File: config.mk
export PLATFORM = sky130hd
export DESIGN_NAME = gcd_dispatch
export DESIGN_NICKNAME = d
export VERILOG_FILES = /design/src/rtl/gcd_dispatch.sv
export SDC_FILE = /design/constraint.sdc
export NUM_CORES = 1
export LEC_CHECK = 0
export BUFFER_PORTS_ARGS = -buffer_cell sky130_fd_sc_hd__buf_2
export CAP_MARGIN = 20
export CORE_MARGIN = 1.5
export CORE_UTILIZATION = 49
export CTS_CLUSTER_SIZE = 12
export DETAILED_ROUTE_END_ITERATION = 7
export PLACE_DENSITY = 0.9
export SLEW_MARGIN = 20
export SYNTH_ARGS = -nofsm -noshare
export SYNTH_HDL_FRONTEND = slang
export SYNTH_SLANG_ARGS = --single-unit
export TNS_END_PERCENT = 1
File: constraint.sdc
create_clock -name clk -period 3.64 [get_ports clk]
set_input_delay 0.546 -clock clk [delete_from_list [all_inputs] [get_ports clk]]
set_output_delay 0.546 -clock clk [all_outputs]
set_load 0.03 [all_outputs]
File: src/rtl/gcd_dispatch.sv
// gcd_dispatch: round-robin scheduler sharing NW gcd_thread workers among NREQ requesters.
//
// Ports
//   clk, rst                 clock (rising edge), asynchronous active-high reset
//   req_valid/req_a/req_b    per-requester operand pair, slice [r*W +: W]
//   req_ready                combinational accept strobe, at most one bit high
//   rsp_valid/rsp_data       registered one-cycle result pulse; data held until next pulse
//   wk_load/wk_val           per-worker load strobe and operand bus (A then B)
//   wk_out/wk_done           per-worker result and completion flag
module gcd_dispatch #(
   parameter int unsigned NREQ = 4,
   parameter int unsigned NW   = 2,
   parameter int unsigned W    = 8
) (
   input  logic              clk,
   input  logic              rst,
   input  logic [NREQ-1:0]   req_valid,
   input  logic [NREQ*W-1:0] req_a,
   input  logic [NREQ*W-1:0] req_b,
   output logic [NREQ-1:0]   req_ready,
   output logic [NREQ-1:0]   rsp_valid,
   output logic [NREQ*W-1:0] rsp_data,
   output logic [NW-1:0]     wk_load,
   output logic [NW*W-1:0]   wk_val,
   input  logic [NW*W-1:0]   wk_out,
   input  logic [NW-1:0]     wk_done
);

   localparam int unsigned RW = (NREQ > 1) ? $clog2(NREQ) : 1;
   localparam int unsigned SW = RW + 1;
   localparam int unsigned TW = (NW > 1) ? $clog2(NW) : 1;

   typedef enum logic [1:0] {StIdle, StLoad, StSendA, StSendB} state_e;

   state_e              state_q, state_d;
   logic [NW-1:0]       busy_q, busy_d;
   logic [RW-1:0]       owner_q [NW];
   logic [RW-1:0]       owner_d [NW];
   logic [NREQ-1:0]     pend_q, pend_d;
   logic [RW-1:0]       rr_q, rr_d;
   logic [W-1:0]        opa_q, opa_d;
   logic [W-1:0]        opb_q, opb_d;
   logic [TW-1:0]       tw_q, tw_d;
   logic [NREQ-1:0]     rsp_valid_q, rsp_valid_d;
   logic [NREQ*W-1:0]   rsp_data_q, rsp_data_d;
   logic [NW-1:0]       wk_load_q, wk_load_d;

   logic [NREQ-1:0]     elig;
   logic [SW-1:0]       rr_sum;
   logic                grant_vld;
   logic [RW-1:0]       grant_idx;
   logic                free_vld;
   logic [TW-1:0]       free_idx;
   logic                accept;

   // Arbitration: first eligible requester at or after rr, lowest free worker.
   always_comb begin
      elig      = req_valid & ~pend_q;
      rr_sum    = '0;
      grant_vld = 1'b0;
      grant_idx = '0;
      for (int k = 0; k < int'(NREQ); k++) begin
         rr_sum = {1'b0, rr_q} + SW'(k);
         if (rr_sum >= SW'(NREQ)) begin
            rr_sum = rr_sum - SW'(NREQ);
         end
         if (!grant_vld && elig[rr_sum[RW-1:0]]) begin
            grant_vld = 1'b1;
            grant_idx = rr_sum[RW-1:0];
         end
      end
      free_vld = 1'b0;
      free_idx = '0;
      for (int w = 0; w < int'(NW); w++) begin
         if (!free_vld && !busy_q[w]) begin
            free_vld = 1'b1;
            free_idx = TW'(w);
         end
      end
      // Gated by rst so every output reads zero while reset is held.
      accept    = (state_q == StIdle) && grant_vld && free_vld && !rst;
      req_ready = '0;
      if (accept) begin
         req_ready[grant_idx] = 1'b1;
      end
   end

   // Next state: completions are handled per worker, independent of the dispatch FSM.
   always_comb begin
      state_d     = state_q;
      busy_d      = busy_q;
      owner_d     = owner_q;
      pend_d      = pend_q;
      rr_d        = rr_q;
      opa_d       = opa_q;
      opb_d       = opb_q;
      tw_d        = tw_q;
      rsp_valid_d = '0;
      rsp_data_d  = rsp_data_q;
      wk_load_d   = '0;

      for (int w = 0; w < int'(NW); w++) begin
         if (wk_done[w] && busy_q[w]) begin
            rsp_valid_d[owner_q[w]]         = 1'b1;
            rsp_data_d[owner_q[w]*W +: W]   = wk_out[w*W +: W];
            busy_d[w]                       = 1'b0;
            pend_d[owner_q[w]]              = 1'b0;
         end
      end

      unique case (state_q)
         StIdle: begin
            if (accept) begin
               opa_d               = req_a[grant_idx*W +: W];
               opb_d               = req_b[grant_idx*W +: W];
               tw_d                = free_idx;
               owner_d[free_idx]   = grant_idx;
               busy_d[free_idx]    = 1'b1;
               pend_d[grant_idx]   = 1'b1;
               rr_d                = (grant_idx == RW'(NREQ - 1)) ? '0 : grant_idx + 1'b1;
               wk_load_d[free_idx] = 1'b1;
               state_d             = StLoad;
            end
         end
         StLoad:  state_d = StSendA;
         StSendA: state_d = StSendB;
         StSendB: state_d = StIdle;
         default: state_d = StIdle;
      endcase
   end

   always_comb begin
      wk_val = '0;
      if (state_q == StSendA) begin
         wk_val[tw_q*W +: W] = opa_q;
      end else if (state_q == StSendB) begin
         wk_val[tw_q*W +: W] = opb_q;
      end
   end

   always_ff @(posedge clk or posedge rst) begin
      if (rst) begin
         state_q     <= StIdle;
         busy_q      <= '0;
         pend_q      <= '0;
         rr_q        <= '0;
         opa_q       <= '0;
         opb_q       <= '0;
         tw_q        <= '0;
         rsp_valid_q <= '0;
         rsp_data_q  <= '0;
         wk_load_q   <= '0;
         for (int w = 0; w < int'(NW); w++) begin
            owner_q[w] <= '0;
         end
      end else begin
         state_q     <= state_d;
         busy_q      <= busy_d;
         pend_q      <= pend_d;
         rr_q        <= rr_d;
         opa_q       <= opa_d;
         opb_q       <= opb_d;
         tw_q        <= tw_d;
         rsp_valid_q <= rsp_valid_d;
         rsp_data_q  <= rsp_data_d;
         wk_load_q   <= wk_load_d;
         for (int w = 0; w < int'(NW); w++) begin
            owner_q[w] <= owner_d[w];
         end
      end
   end

   assign rsp_valid = rsp_valid_q;
   assign rsp_data  = rsp_data_q;
   assign wk_load   = wk_load_q;

endmodule

Word level (Yosys, flattened, before mapping)
Index checks and enable logic that the tools add are counted.
- shift-type cells: 9
- eq/ne operators: 5
- mux-type cells: 56
- magnitude comparators: 18
- bitwise logic cells: 12
- reduce and logical (&&, ||, !) cells: 21
- $add $sub $neg: 11
- operators by type and width (operator ; count):
    $neg A5 Y34 ; 2
    $shift A8 B34 Y32 const A ; 2
    $shiftx A8 B34 Y16 ; 2
    $shiftx A8 B34 Y32 ; 2
    $bwmux W32 ; 2
    $mux W32 ; 2
    $shiftx A32 B6 Y8 ; 2
    $neg A4 Y34 ; 1
    $shift A8 B34 Y16 const A ; 1
    $and A16 B16 Y16 ; 2
    $mux W16 ; 2
    $mux W2 ; 15
    $mux W4 ; 7
    $lt A2 B3 Y1 const B ; 7
    $mux W1 ; 17
    $logic_and A1 B1 Y1 ; 14
    $and A4 B4 Y4 ; 3
    $not A4 Y4 ; 3
    $ge A3 B3 Y1 const B ; 3
    $bmux W1 S2 ; 4
    $or A4 B4 Y4 ; 2
    $pmux W2 S4 ; 1
    $sub A2 B1 Y2 const B ; 4
    $add A2 B2 Y3 const B ; 2
    20 further kinds ; 30
- output and inout port bits: 58
- register bits after elaboration: 69
- input bits: 88

Logic depth before layout (Yosys ltp)
- depth in word-level cells: 21
- gate-level depth with buffers: 8
- gate-level depth less buffers: 7

Worst setup path after synthesis
No wires, ideal clock.
- path type: input port to output port
- start: in req_valid[2]
- end: out req_ready[3]
- stages: 6
- arrival time: 2.089 ns
- data required time: 3.094 ns
- path slack: 1.005 ns
- cells stage by stage: nor2b_2 > a311oi_4 > nand2b_1 > buf_4 > buf_6 > nor3_1
- cells in the longest elaborated chain, start to end: 18
- elaborated cells on any way between the ends: 32
- ends and longest elaborated chain (item ; line ; source):
    start: declaration ; 17 ; input logic [NREQ-1:0] req_valid,
    $and A4 B4 Y4 * ; 58 ; elig = req_valid & ~pend_q;
    $bmux W1 S2 ; 67 ; if (!grant_vld && elig[rr_sum[RW-1:0]]) begin
    $mux W1 (not written as such) ; 67 ;
    $mux W1 ; 67 ;
    $logic_not A1 Y1 ; 67 ;
    $logic_and A1 B1 Y1 ; 67 ;
    $mux W1 ; 67 ;
    $logic_not A1 Y1 ; 67 ;
    [2 not listed] ; -- ;
    $logic_not A1 Y1 ; 67 ;
    $logic_and A1 B1 Y1 ; 67 ;
    $mux W2 ; 67 ;
    $lt A2 B3 Y1 (not written as such) / $ge A2 B1 Y1 (equally long branches) ; 84 ; req_ready[grant_idx] = 1'b1;
    $logic_and A1 B1 Y1 (not written as such) ; 84 ;
    $mux W1 (not written as such) ; 84 ;
    $demux W1 S2 ; 84 ;
    $mux W4 * ; 83 ; if (accept) begin
    end: declaration ; 20 ; output logic [NREQ-1:0] req_ready,
Every way passes the cells marked *; elsewhere a longest branch is shown, timed or not. The select of a mux whose other input is x is not followed.

Worst setup path after layout
- start: reg pend_q[0]
- end: out req_ready[1]
- cells in the longest elaborated chain, start to end: 19
- elaborated cells on any way between the ends: 33
- ends and longest elaborated chain (item ; line ; source):
    start: declaration ; 39 ; logic [NREQ-1:0] pend_q, pend_d;
    start signal: assignment ; 159 ; pend_q <= pend_d;
    $not A4 Y4 * ; 58 ;
    $and A4 B4 Y4 * ; 58 ;
    $bmux W1 S2 ; 67 ;
    $mux W1 (not written as such) ; 67 ;
    $mux W1 ; 67 ;
    $logic_not A1 Y1 ; 67 ;
    $logic_and A1 B1 Y1 ; 67 ;
    $mux W1 ; 67 ;
    [3 not listed] ; -- ;
    $logic_not A1 Y1 ; 67 ;
    $logic_and A1 B1 Y1 ; 67 ;
    $mux W2 ; 67 ;
    $lt A2 B3 Y1 (not written as such) / $ge A2 B1 Y1 (equally long branches) ; 84 ;
    $logic_and A1 B1 Y1 (not written as such) ; 84 ;
    $mux W1 (not written as such) ; 84 ;
    $demux W1 S2 ; 84 ;
    $mux W4 * ; 83 ;
Marked as above.

==> flow_summary.yaml <==
global_route:
  grtUsageTotal_pct: 28.5
  grt_overflow_total: 0
  grt_pass1_vias: 3868
  grt_pass1_wl_um: 19200
  grt_start_max_net_pins: 29
  antenna_found_initial: 0
clock_tree:
  clk_latency_ns: 0.34
  cts_buffer_depth: 2
  clkTransAtPathRegs_ns: 0.08
  cts_tree: "done"
  cts_resized: 0
  clock_sinks: 69
  htree_levels: 3
  cts_hold_buf: 0
  cts-root-buf: "clkbuf_8"
  numCtsBuffers: 9
  post-cts-setup-buffers: 0
sta:
  period_needed_ns: 3.20
  worstMarginPinSlew_ns: 0.823
  period_share_pct: 87.8
  fin_skew_ns: 0.0123
  fmax_mhz: 313
  slew-limit-headroom_pct: 45.0
  hold_viol_final: 0
  setup_viol: 0
  final.setup.tns_ns: 0
  slew_viol_final: 0
  rsz0062_at_grt: "false"
yosys:
  ys_seq_area_share_pct: 43.0
  synth-compound-area-share_pct: 22.4
  synthMuxAreaShare_pct: 5.24
  synth_nets: 541
  synth-adder-area-share_pct: 6.55
  netlist_area_um2: 4010
  synth.top_cell.area_share_pct: 43.0
  yosysTopAreaCell: "dfrtp_1"
  synth_seq_cells: 69
  syn_inst: 432
  synth-xor-area-share_pct: 0
  ys_warn_count: 0
  synth_top_family_by_area: "compound AO/OA/AOI/OAI gates"
  synthSimpleGateAreaFrac_pct: 17.9
  synthTopCellsByArea: "dfrtp_1 (43%), a22oi_1 (7.1%), ha_1 (6.5%)"
  synth_cell_type_count: 38
  synth-edff-count: 0
  syn_avg_cell_area_um2: 9.29
  synth_ff_type: "dfrtp_1"
  async_flop_share_pct: 100
die:
  std_cell_rows: 32
  dieArea_um2: 8740
  die_h_um: 93.5
  ios: 146
  die_w_um: 93.5
  core_um2: 7810
  start_util_pct: 51.4
critical_path:
  regToRegStartpoint: "pend_q[2]"
  cp-endpoint: "req_ready[1]"
  crit_start: "pend_q[0]"
  r2r_cells: 7
  start_kind: "flop"
  worstPathRequired_ns: 3.09
  crit_fanout: 27
  path_class: "flop to primary output"
  cp-end-kind: "primary output"
  r2r_end: "opa_q[1]"
  rrSetupSlack_ns: 0.94
  cp.arrival_ns: 2.65
placed_design:
  gp_congestion: 0.917
  port_buffers: 145
  dp_hpwl_um: 9160
cells_and_area:
  final_common_cell: "buf_2"
  mostFrequentLayoutCells: "buf_2 (145), dfrtp_1 (69), nor2_1 (46), nand2_1 (44), a22oi_1 (38)"
  n_antenna_cell: 0
  syn2layout_area_growth_pct: 25.3
  final_nets: 675
  layout-drive-gt1-share_pct: 31.0
  final_util_pct: 64.4
hold_path:
  min_path_type: "primary input to asynchronous set/reset pin"
power:
  peakVddDrop_v: 0.000313
  clkPwrFrac_pct: 17.9
  p_int_w: 0.00213
  p_per_area_nw_per_um2: 782
  seqPwrFrac_pct: 32.8
  cellLeakagePower_nw: 2.55
  p_sw_w: 0.00180
  power_frac_comb_pct: 49.3
  swShare_pct: 45.8
drt:
  first_iter_violations: 381
  wire_per_inst_um: 18.5
  drt-total-wl_um: 12400
  ant_nets: 0
  detail_route.vias_per_cell: 6.04
  drc: 0
  num_vias: 4067
  drt_first_pass_iters: 5
status:
  status: "complete, no violations"
job:
  cap_violations: 0
==> synthesized netlist by cell type (2+ instances only) <==
cell type	number
a2111oi_0	16
a211oi_1	19
a21o_1	2
a21oi_1	3
a22o_1	4
a22oi_1	38
and2_1	3
and3_1	7
and4_1	4
and4b_1	2
buf_1	7
buf_2	6
buf_4	2
clkbuf_1	15
dfrtp_1	69
ha_1	21
inv_1	16
mux2i_1	21
nand2_1	44
nand2b_1	3
nand3_1	16
nor2_1	46
nor2b_1	14
o21ai_0	37
o21bai_1	4
==> worst min-delay path by stage <==
stage,to,slack [ns]
finish,rsp_data[30],0.21
global route,rsp_data[25],0.22
CTS,rsp_data[31],0.20
detailed placement,rr_q[0],0.54
global placement,rr_q[0],0.53
floorplan,busy_q[0],0.50
==> worst max-delay path, cell delays in order (launching register included) <==
cell and delay (ns):
dfrtp_1 0.41, nand3b_1 0.21, a311oi_4 0.29, buf_4 0.24, nand2b_2 0.58, ha_1 0.24, and2_1 0.13, buf_2 0.19
==> flip-flops by register name, summed over array words and instances (netlist names) <==
| name | flops |
|---|---|
| rsp_valid | 4 |
| state_q | 2 |
| rsp_data | 32 |
| opb_q | 8 |
| busy_q | 2 |
| opa_q | 8 |
| wk_load | 2 |
| owner_q | 4 |
| tw_q | 1 |
| pend_q | 4 |
| rr_q | 2 |
==> power groups by stage <==
| stage | Sequential [W] | Clock (W) | Combinational (W) |
|---|---|---|---|
| final | 0.00129 | 0.000705 | 0.00194 |
| after global routing | 0.00132 | 0.000751 | 0.00211 |
| after CTS | 0.00128 | 0.000713 | 0.00192 |
| after detailed placement | 0.00130 | 0 | 0.00191 |
| after global placement | 0.00128 | 0 | 0.00185 |
| after floorplan | 0.00149 | 0 | 0.00115 |
==> per-stage QoR <==
stage	cell area [um2]	total power [W]	worst slack [ns]	std cells	hold WS, ns
2_1_floorplan	4010	0.00265	1.00	432	0.500
3_3_place_gp	4800	0.00313	0.673	657	0.535
3_5_place_dp	4800	0.00321	0.640	657	0.542
4_1_cts	5030	0.00392	0.444	673	0.203
5_1_grt	5030	0.00418	0.330	673	0.222
6_report	5030	0.00393	0.443	673	0.205
==> metal layers <==
layer	vias to the layer above	routed length (um)	track usage, %
met5	-	0	0
met3	54	1020	4.55
li1	1833	-	-
met2	252	5910	44.1
met4	0	497	15.2
met1	1928	5000	38.4
==> cell families (layout without fill, tap and decap cells) <==
kind of cell,after synthesis,count (layout)
mux,21,21
flops,69,69
compound gates,127,127
fa+ha+maj,21,21
buf+inv,47,186
simple gates,147,147
==> cell type report <==
type                       instances  area [um2]
fill                             623        2780
multi-input combinational        316        2090
sequential                        69        1730
timing repair buffer             154         793
clock buffer                      11         141
tap                              102         128
clock inverter                     5        83.8
inverter                          16        60.1
No activity file was read; power rests on OpenSTA's default activity.
